===== src/rtl/adder_tree_pkg.sv =====
// Shared helpers for the adder-tree accumulator: width math, per-level node counts, saturation bounds.
// Latency: none (compile-time functions and types only).
// Backpressure: not applicable.
package adder_tree_pkg;

    // Upper and lower clamp limits, wide enough for any practical OUT_W.
    typedef struct packed {
        logic signed [127:0] hi;
        logic signed [127:0] lo;
    } sat_bounds_t;

    // Ceiling log2; clog2(1) = 0.
    function automatic int clog2(input int n);
        int r;
        r = 0;
        while ((1 << r) < n) r++;
        return r;
    endfunction

    // Width carried through every tree level: enough headroom for the full sum.
    function automatic int tree_w(input int in_w, input int num_in);
        return in_w + clog2(num_in);
    endfunction

    // Number of nodes present at level lvl: ceil(num_in / 2^lvl).
    function automatic int level_nodes(input int num_in, input int lvl);
        return (num_in + (1 << lvl) - 1) >> lvl;
    endfunction

    // Index of the first node of level lvl when all levels are packed end to end.
    function automatic int node_offset(input int num_in, input int lvl);
        int o;
        o = 0;
        for (int j = 0; j < lvl; j++) o += level_nodes(num_in, j);
        return o;
    endfunction

    // Representable range of an out_w-bit accumulator.
    function automatic sat_bounds_t sat_bounds(input int out_w, input bit sgn);
        sat_bounds_t b;
        logic signed [127:0] one;
        one = 128'sd1;
        if (sgn) begin
            b.hi = (one <<< (out_w - 1)) - one;
            b.lo = -(one <<< (out_w - 1));
        end else begin
            b.hi = (one <<< out_w) - one;
            b.lo = '0;
        end
        return b;
    endfunction

endpackage


===== src/rtl/adder_tree_level.sv =====
// One registered adder-tree level: adds node pairs (2k, 2k+1), passes an odd trailing node through.
// Latency: 1 cycle.
// Backpressure: holds all state while en is low; no internal buffering.
module adder_tree_level
    import adder_tree_pkg::*;
#(
    parameter int N_SRC = 8,
    parameter int N_DST = level_nodes(N_SRC, 1),
    parameter int W     = 19
) (
    input  logic               clk,
    input  logic               rst_n,
    input  logic               en,
    input  logic               src_valid,
    input  logic               src_last,
    input  logic [N_SRC*W-1:0] src_data,
    output logic               sum_valid,
    output logic               sum_last,
    output logic [N_DST*W-1:0] sum_data
);

    logic [N_DST*W-1:0] pair_sum;

    // Node width already includes the headroom for the whole tree, so pair sums never overflow.
    genvar k;
    generate
        for (k = 0; k < N_DST; k++) begin : g_node
            if (2 * k + 1 < N_SRC) begin : g_pair
                assign pair_sum[k*W +: W] = src_data[(2*k)*W +: W] + src_data[(2*k+1)*W +: W];
            end else begin : g_pass
                assign pair_sum[k*W +: W] = src_data[(2*k)*W +: W];
            end
        end
    endgenerate

    // Register the level together with its valid/last tags; freeze when the pipeline stalls.
    always_ff @(posedge clk or negedge rst_n) begin
        if (!rst_n) begin
            sum_valid <= 1'b0;
            sum_last  <= 1'b0;
            sum_data  <= '0;
        end else if (en) begin
            sum_valid <= src_valid;
            sum_last  <= src_last;
            sum_data  <= pair_sum;
        end
    end

endmodule


===== src/rtl/adder_tree_accum.sv =====
// Sums NUM_IN channels per beat in a registered tree, then accumulates beats into per-group results.
// Latency: D+1 cycles (D = clog2(NUM_IN)) from the accepting edge of a last beat to m_valid.
// Backpressure: whole pipeline freezes while a result waits on m_ready; s_ready mirrors that.
module adder_tree_accum
    import adder_tree_pkg::*;
#(
    parameter int NUM_IN = 8,
    parameter int IN_W   = 16,
    parameter int OUT_W  = 24,
    parameter int SIGNED = 1,
    parameter int SAT_EN = 1,
    parameter int CNT_W  = 16
) (
    input  logic                   clk,
    input  logic                   rst_n,
    input  logic                   s_valid,
    output logic                   s_ready,
    input  logic [NUM_IN*IN_W-1:0] s_data,
    input  logic                   s_last,
    output logic                   m_valid,
    input  logic                   m_ready,
    output logic [OUT_W-1:0]       m_data,
    output logic                   m_sat,
    output logic [CNT_W-1:0]       m_count
);

    localparam int  D         = clog2(NUM_IN);
    localparam int  TW        = tree_w(IN_W, NUM_IN);
    localparam int  TOTAL     = node_offset(NUM_IN, D + 1);
    localparam int  SW        = OUT_W + 2;
    localparam bit  IS_SIGNED = (SIGNED != 0);
    localparam bit  SAT_ON    = (SAT_EN != 0);

    localparam sat_bounds_t           SAT_B  = sat_bounds(OUT_W, IS_SIGNED);
    localparam logic signed [SW-1:0]  SAT_HI = SAT_B.hi[SW-1:0];
    localparam logic signed [SW-1:0]  SAT_LO = SAT_B.lo[SW-1:0];

    // All tree levels packed end to end; level 0 is the extended input, the last node is the tree sum.
    logic [TOTAL*TW-1:0] node_bus;
    logic [D:0]          lvl_valid;
    logic [D:0]          lvl_last;
    logic                adv;
    logic [TW-1:0]       tree_sum;

    logic [OUT_W-1:0]    acc;
    logic [CNT_W-1:0]    cnt;
    logic                sticky;

    logic [SW-1:0]        acc_x;
    logic [SW-1:0]        sum_x;
    logic signed [SW-1:0] raw;
    logic [OUT_W-1:0]     nxt;
    logic                 clamp;
    logic [CNT_W-1:0]     cnt_nxt;
    logic                 sticky_nxt;

    assign adv     = !m_valid || m_ready;
    assign s_ready = adv;

    assign lvl_valid[0] = s_valid;
    assign lvl_last[0]  = s_last;

    // Extend every channel to tree width so later levels add at full precision.
    genvar k;
    generate
        for (k = 0; k < NUM_IN; k++) begin : g_ext
            assign node_bus[k*TW +: TW] = IS_SIGNED
                ? {{D{s_data[k*IN_W + IN_W - 1]}}, s_data[k*IN_W +: IN_W]}
                : {{D{1'b0}}, s_data[k*IN_W +: IN_W]};
        end
    endgenerate

    genvar l;
    generate
        for (l = 0; l < D; l++) begin : g_lvl
            localparam int NS = level_nodes(NUM_IN, l);
            localparam int ND = level_nodes(NUM_IN, l + 1);
            localparam int OS = node_offset(NUM_IN, l);
            localparam int OD = node_offset(NUM_IN, l + 1);

            adder_tree_level #(
                .N_SRC (NS),
                .N_DST (ND),
                .W     (TW)
            ) u_level (
                .clk       (clk),
                .rst_n     (rst_n),
                .en        (adv),
                .src_valid (lvl_valid[l]),
                .src_last  (lvl_last[l]),
                .src_data  (node_bus[OS*TW +: NS*TW]),
                .sum_valid (lvl_valid[l+1]),
                .sum_last  (lvl_last[l+1]),
                .sum_data  (node_bus[OD*TW +: ND*TW])
            );
        end
    endgenerate

    assign tree_sum = node_bus[TOTAL*TW-1 -: TW];

    // Next accumulator value: exact sum with two guard bits, then clamp or wrap to OUT_W.
    always_comb begin
        acc_x      = IS_SIGNED ? {{2{acc[OUT_W-1]}}, acc} : {2'b00, acc};
        sum_x      = {{(SW-TW){IS_SIGNED && tree_sum[TW-1]}}, tree_sum};
        raw        = acc_x + sum_x;
        nxt        = raw[OUT_W-1:0];
        clamp      = 1'b0;
        if (SAT_ON && (raw > SAT_HI)) begin
            nxt   = SAT_HI[OUT_W-1:0];
            clamp = 1'b1;
        end else if (SAT_ON && (raw < SAT_LO)) begin
            nxt   = SAT_LO[OUT_W-1:0];
            clamp = 1'b1;
        end
        cnt_nxt    = (&cnt) ? cnt : cnt + CNT_W'(1);
        sticky_nxt = sticky || clamp;
    end

    // Accumulate beats leaving the tree; a last beat publishes the group and restarts from zero.
    always_ff @(posedge clk or negedge rst_n) begin
        if (!rst_n) begin
            acc     <= '0;
            cnt     <= '0;
            sticky  <= 1'b0;
            m_valid <= 1'b0;
            m_data  <= '0;
            m_sat   <= 1'b0;
            m_count <= '0;
        end else if (adv) begin
            m_valid <= lvl_valid[D] && lvl_last[D];
            if (lvl_valid[D]) begin
                if (lvl_last[D]) begin
                    m_data  <= nxt;
                    m_sat   <= SAT_ON && sticky_nxt;
                    m_count <= cnt_nxt;
                    acc     <= '0;
                    cnt     <= '0;
                    sticky  <= 1'b0;
                end else begin
                    acc     <= nxt;
                    cnt     <= cnt_nxt;
                    sticky  <= sticky_nxt;
                end
            end
        end
    end

endmodule


===== config.mk =====
export PLATFORM = sky130hd
export DESIGN_NAME = adder_tree_accum
export DESIGN_NICKNAME = d
export VERILOG_FILES = /design/src/rtl/adder_tree_pkg.sv /design/src/rtl/adder_tree_level.sv /design/src/rtl/adder_tree_accum.sv
export SDC_FILE = /design/constraint.sdc
export NUM_CORES = 1
export LEC_CHECK = 0
export CELL_PAD_IN_SITES_DETAIL_PLACEMENT = 0
export CELL_PAD_IN_SITES_GLOBAL_PLACEMENT = 1
export CORE_MARGIN = 5
export CORE_UTILIZATION = 41
export CTS_CLUSTER_DIAMETER = 60
export DETAILED_ROUTE_END_ITERATION = 10
export GPL_TIMING_DRIVEN = 0
export MAX_ROUTING_LAYER = met4
export PLACE_DENSITY = 0.84
export SYNTH_ARGS = -nofsm -noshare
export SYNTH_HDL_FRONTEND = slang
export SYNTH_HIERARCHICAL = 1
export SYNTH_SLANG_ARGS = --single-unit
export TNS_END_PERCENT = 50

===== constraint.sdc =====
create_clock -name clk -period 3.1 [get_ports clk]
set_input_delay 0.31 -clock clk [delete_from_list [all_inputs] [get_ports clk]]
set_output_delay 0.31 -clock clk [all_outputs]
set_load 0.01 [all_outputs]

-- Word level (Yosys, flattened, before mapping)
Index checks and enable logic that the tools add are counted.
- flip-flop bits (word level): 222
- bits in latches: 0
- bits in writable memories: 0
- memory bits (read-only): 0
- bits of input ports: 133
- output and inout bits: 43
- logic and storage cells: 42
- memories: 0
- add/subtract/negate cells: 9
- multipliers: 0
- div/mod/pow operators: 0
- $lt $le $gt $ge: 2
- equal/unequal tests: 0
- shift operators: 0
- mux-type cells: 8
- bitwise logic cells: 0
- reduce and logical (&&, ||, !) cells: 7
- operators with widths (operator ; count):
    $mux W24 ; 3
    $add A16 B16 Y17 ; 4
    $add A19 B19 Y19 ; 3
    $mux W16 ; 2
    $add A24 B19 Y25 ; 1
    $gt A25 B24 Y1 const B ; 1
    $lt A25 B24 Y1 const B ; 1
    $add A16 B1 Y16 const B ; 1
    $reduce_and A16 Y1 ; 1
    $mux W1 ; 3
    $reduce_and A3 Y1 ; 1
    $logic_or A1 B1 Y1 ; 2
    $reduce_and A2 Y1 ; 1
    $logic_and A1 B1 Y1 ; 1
    $logic_not A1 Y1 ; 1

-- Longest topological paths before layout
- depth in word-level cells: 6
- depth in mapped cells: 13
- depth with buffers taken out: 11

-- By module
The synthesis kept the hierarchy.
- by module, submodules not included (module ; instances ; cells each ; area an instance (um^2) ; sequential area each (um^2)):
    adder_tree_level at g_lvl[0].u_level ; 1 ; 682 ; 6378.6 ; 1951.9
    adder_tree_accum ; 1 ; 594 ; 5323.9 ; 2077.0
    adder_tree_level at g_lvl[1].u_level ; 1 ; 363 ; 3390.8 ; 1001.0
    adder_tree_level at g_lvl[2].u_level ; 1 ; 192 ; 1746.7 ; 525.5

-- Least setup slack after synthesis
Ideal clock, no wire load.
- path type: reg-to-reg
- start point: register g_lvl[2].u_level.sum_data[0]
- end point: register acc[10]
- library setup time: 0.126 ns
- arrival: 2.798 ns
- required time: 2.974 ns
- path slack: 0.176 ns
- cell stages (with the launch flop): 14
- path buffers: 2
- clock period less this slack: 2.924 ns
- cells stage by stage: dfrtp_1 > ha_1 > inv_1 > fa_1 > nand2b_1 > a21o_1 > a31oi_1 > a41oi_2 > o21a_1 > mux2i_1 > and2_1 > buf_4 > buf_4 > a221o_1
- longest elaborated chain between the ends: 5
- elaborated cells between the ends (all ways): 6
- classes of those cells: add/sub (1); order compare (2); mux (3)
- RTL lines (what ; line ; source):
    start, declared ; adder_tree_level.sv:19 ; output logic [N_DST*W-1:0] sum_data
    start signal, assigned ; adder_tree_level.sv:45 ; sum_data <= pair_sum;
    $add A24 B19 Y25 (*) ; adder_tree_accum.sv:105 ; raw = acc_x + sum_x;
    $lt A25 B24 Y1 ; adder_tree_accum.sv:111 ; end else if (SAT_ON && (raw < SAT_LO)) begin
    $mux W24 ; adder_tree_accum.sv:111 ;
    $mux W24 (*) ; adder_tree_accum.sv:108 ; if (SAT_ON && (raw > SAT_HI)) begin
    $mux W24 (*) ; adder_tree_accum.sv:132 ; if (lvl_last[D]) begin
    end signal, assigned ; adder_tree_accum.sv:140 ; acc <= nxt;
    end, declared ; adder_tree_accum.sv:45 ; logic [OUT_W-1:0] acc;
Mark *: on every way between the ends. The rest lies on a longest branch, timed or not.
A chain may end at the register's enable or synchronous reset.

-- Worst setup path in the final report
- start point: register g_lvl[2].u_level.sum_data[5]
- end point: register acc[12]
Same word-level chain as after synthesis.

==> metrics.txt <==
Clk Latency, worst-skew pair=540 ps; Distinct cells, synth=98; GR Util All Layers=20.59%; Yosys reg bits=222; Cell Int Power=12.59 mW; hold_ws=294.9 ps; GRT overflow=0; FF-to-FF End=acc[12]; Tmin final=3016 ps; min-delay worst type=in2async; clock slew at reported path FFs=60 ps; Final Cycle Share=97.27%; Syn Area/Cell=9.197 um^2; n_diodes=0; vias per cell=5.650; Inst Count DP=2540; FFs w/ async S/R, synth=100.0%; Final Non-Filler Cells=2608; vias in the first global route=14500; sw frac=45.52%; final hold violation count=0; Arr. time, crit path=3440 ps; top_reg_cell synth=dfrtp_1; crit-path cells=ha_1 > a21oi_1 > a31oi_4 > a41oi_2 > buf_4 > nand2b_2 > a41oi_4 > and2_4 > clkbuf_16 > a221o_1; YS warnings=6; maximum capacitance violations=0; first-pass GRT wire length=75.37 mm; DR iter-0 viols=708; clock share of power=14.1%; r2r worst-path depth=10; R2R Path Start=g_lvl[2].u_level/sum_data[5]; H-tree Lvls=1; RSZ-0062 raised after global routing=true; IO buf count=175; origin of the worst setup path=g_lvl[2].u_level/sum_data[5]; CTS buffer count=28; status=completed; initial core utilization=41.34%; CP max FO=8; layout cell share with drive strength beyond 1=11.75%; static leakage=8.731 nW; initial antenna violation count=0; total power=23.11 mW; fill cell count=3891; # rows=74; DRC Markers=0; Area growth, synth to finish=22.03%; DR vias=14740; remaining antenna violation count after routing=0; max-slew violations=0; DRT Pass-1 Iters=5; floorplan die height=212.7 um; actual slew at the worst max-slew pin=833.1 ps; root buffer cell=clkbuf_16; Max Freq=331.6 MHz; NetSw=10.52 mW; final wirelength=46.24 mm; flop-to-flop setup slack=80 ps; Req. time, crit path=3520 ps; VDD IR-drop max=506.7 uV; leading area contributor after synthesis=dfrtp_1; Comb pwr share=64.4%; Rel. slew slack=44.46%; per-cell routed wire length=17.73 um; DIE AREA=45230 um^2; post-synthesis net count=2123; CTS sink cnt=222; CTS tree=built; Max Root-Sink Buffers=3; area fraction of the dominant cell type after synthesis=32.99%; slowest stage delay, CP=490 ps; post-detail-place hpwl=36.34 mm; Syn Inst Count=1831; Netlist Area Pre-Place=16840 um^2; I/O Pins=176; Core ar.=40740 um^2; Final GP Congestion=0.9237; EDFF count, synth=0; DIE WIDTH=212.7 um; CP Launch Type=flop; Seq/Total Area, Yosys=32.99%; crit end category=flop; crit path kind=reg2reg; Final setup viols=0; layout net count=2347; PD cells=1125 nW/um^2; slowest stage cell, crit path=a21oi_1; pin count of the biggest net entering global routing=88; synth top area cells=dfrtp_1 33%, ha_1 11%, mux2_2 5.8%; Sequential Power Share=21.5%; Layout Skew=9.232 ps
power groups by stage:
stage                     Clock [mW]  Combinational, mW  Sequential [mW]
after detailed placement           0               14.1             5.03
after global placement             0               13.9             4.99
final                           3.25               14.9             4.98
after global routing            3.43               16.5             5.11
after floorplan                    0               10.3             4.80
after CTS                       3.32               14.4             4.99
per-layer routing:
metal,track usage (%),part of all wire [%],vias up
li1,-,-,7271
met1,26.77,45,7123
met2,35.42,50,279
met3,1.807,3.1,62
met4,4.348,2.3,0
met5,-,0,-
layout make-up:
| type | count | area (um^2) | share of cell area [%] |
|---|---|---|---|
| flip-flops and latches | 222 | 5555 | 27.03 |
| multi-input cells | 1475 | 10860 | 52.85 |
| repair buffers | 196 | 1974 | 9.608 |
| inverters | 64 | 240.2 | 1.169 |
| plain buffers | 68 | 325.3 | 1.583 |
| clock inverters | 11 | 121.4 | 0.5906 |
| clock buffers | 40 | 807.0 | 3.927 |
| well taps | 532 | 665.6 | 3.239 |
what timing repair did:
| action | 4_1_cts | 5_1_grt |
|---|---|---|
| hold buffers | 1 | 0 |
| cloned | 0 | 1 |
| endpoints found under the hold margin | 64 | 0 |
| setup buffers | 6 | 11 |
| resized for setup | 12 | 30 |
| endpoints found under the setup margin | 48 | 47 |
| pin swaps | 7 | 10 |
cells in the final DEF (no fill, tap or decap), types with 21 or more instances in the layout:
master           count
a21o_1              54
a21oi_1            136
a31oi_1             22
buf_4               23
clkbuf_1            54
clkbuf_16           30
clkdlybuf4s50_1    174
dfrtp_1            222
ha_1               149
inv_1               62
mux2_2              87
nand2_1            162
nand3_1             42
nand4_1             25
nor2_1             119
nor3_1              33
o211ai_1            22
o21a_1              35
o21ai_0            114
o31ai_1             21
xnor2_1             72
xor2_1              48
registers in the layout, summed over array words and instances (netlist names):
signal                   flops
acc                         24
m_valid                      1
cnt                         16
m_sat                        1
g_lvl.u_level/sum_valid      3
g_lvl.u_level/sum_last       3
m_data                      24
g_lvl.u_level/sum_data     133
sticky                       1
m_count                     16
per-stage QoR:
stage | util, % | setup TNS (ps) | setup slack [ps] | area, um^2
detailed placement | 47.42 | -11130 | -372.0 | 19320
finish | 50.44 | 0 | 84.48 | 20550
global placement | 47.27 | -1727000 | -7752 | 19260
floorplan | - | 0 | 175.7 | 16840
global route | 50.44 | -91.36 | -21.11 | 20550
CTS | 49.95 | 0 | 4.606 | 20350
kinds of logic after synthesis:
group                      share of synthesized area, %
AOI/OAI and AO/OA                                 24.73
and+or+nand+nor                                   14.01
DFF                                               32.99
adders and majority gates                         12.17
buffers and inverters                             3.366
xor gates and xnor gates                          6.293
muxes                                             6.442
synth_stat cells (all sizes together) (17+ instances only):
library cell and instances:
clkbuf 49, inv 62, nor3 33, o211ai 25, mux2 88, a221o 19, nand2 164, xor2 48
nand2b 18, a21oi 144, a21o 55, o21a 36, nand3 43, buf 21, a211oi 19, o21ai 133
a31oi 25, o31ai 24, xnor2 73, dfrtp 222, and3 17, nor2 121, ha 151, nand4 25
worst max path at each step:
stage | to
floorplan | acc[10]
global placement | g_lvl[0].u_level/sum_data[14]
detailed placement | m_data[18]
CTS | acc[11]
global route | m_data[20]
finish | acc[12]
critical path: cells and delay by family (launching register included):
| kind | cells | cell delay [ps] |
|---|---|---|
| flops | 1 | 400 |
| fa+ha+maj | 1 | 370 |
| compound gates | 5 | 1390 |
| buf+inv | 2 | 350 |
| simple gates | 2 | 370 |
(Power assumes the default switching activity.)
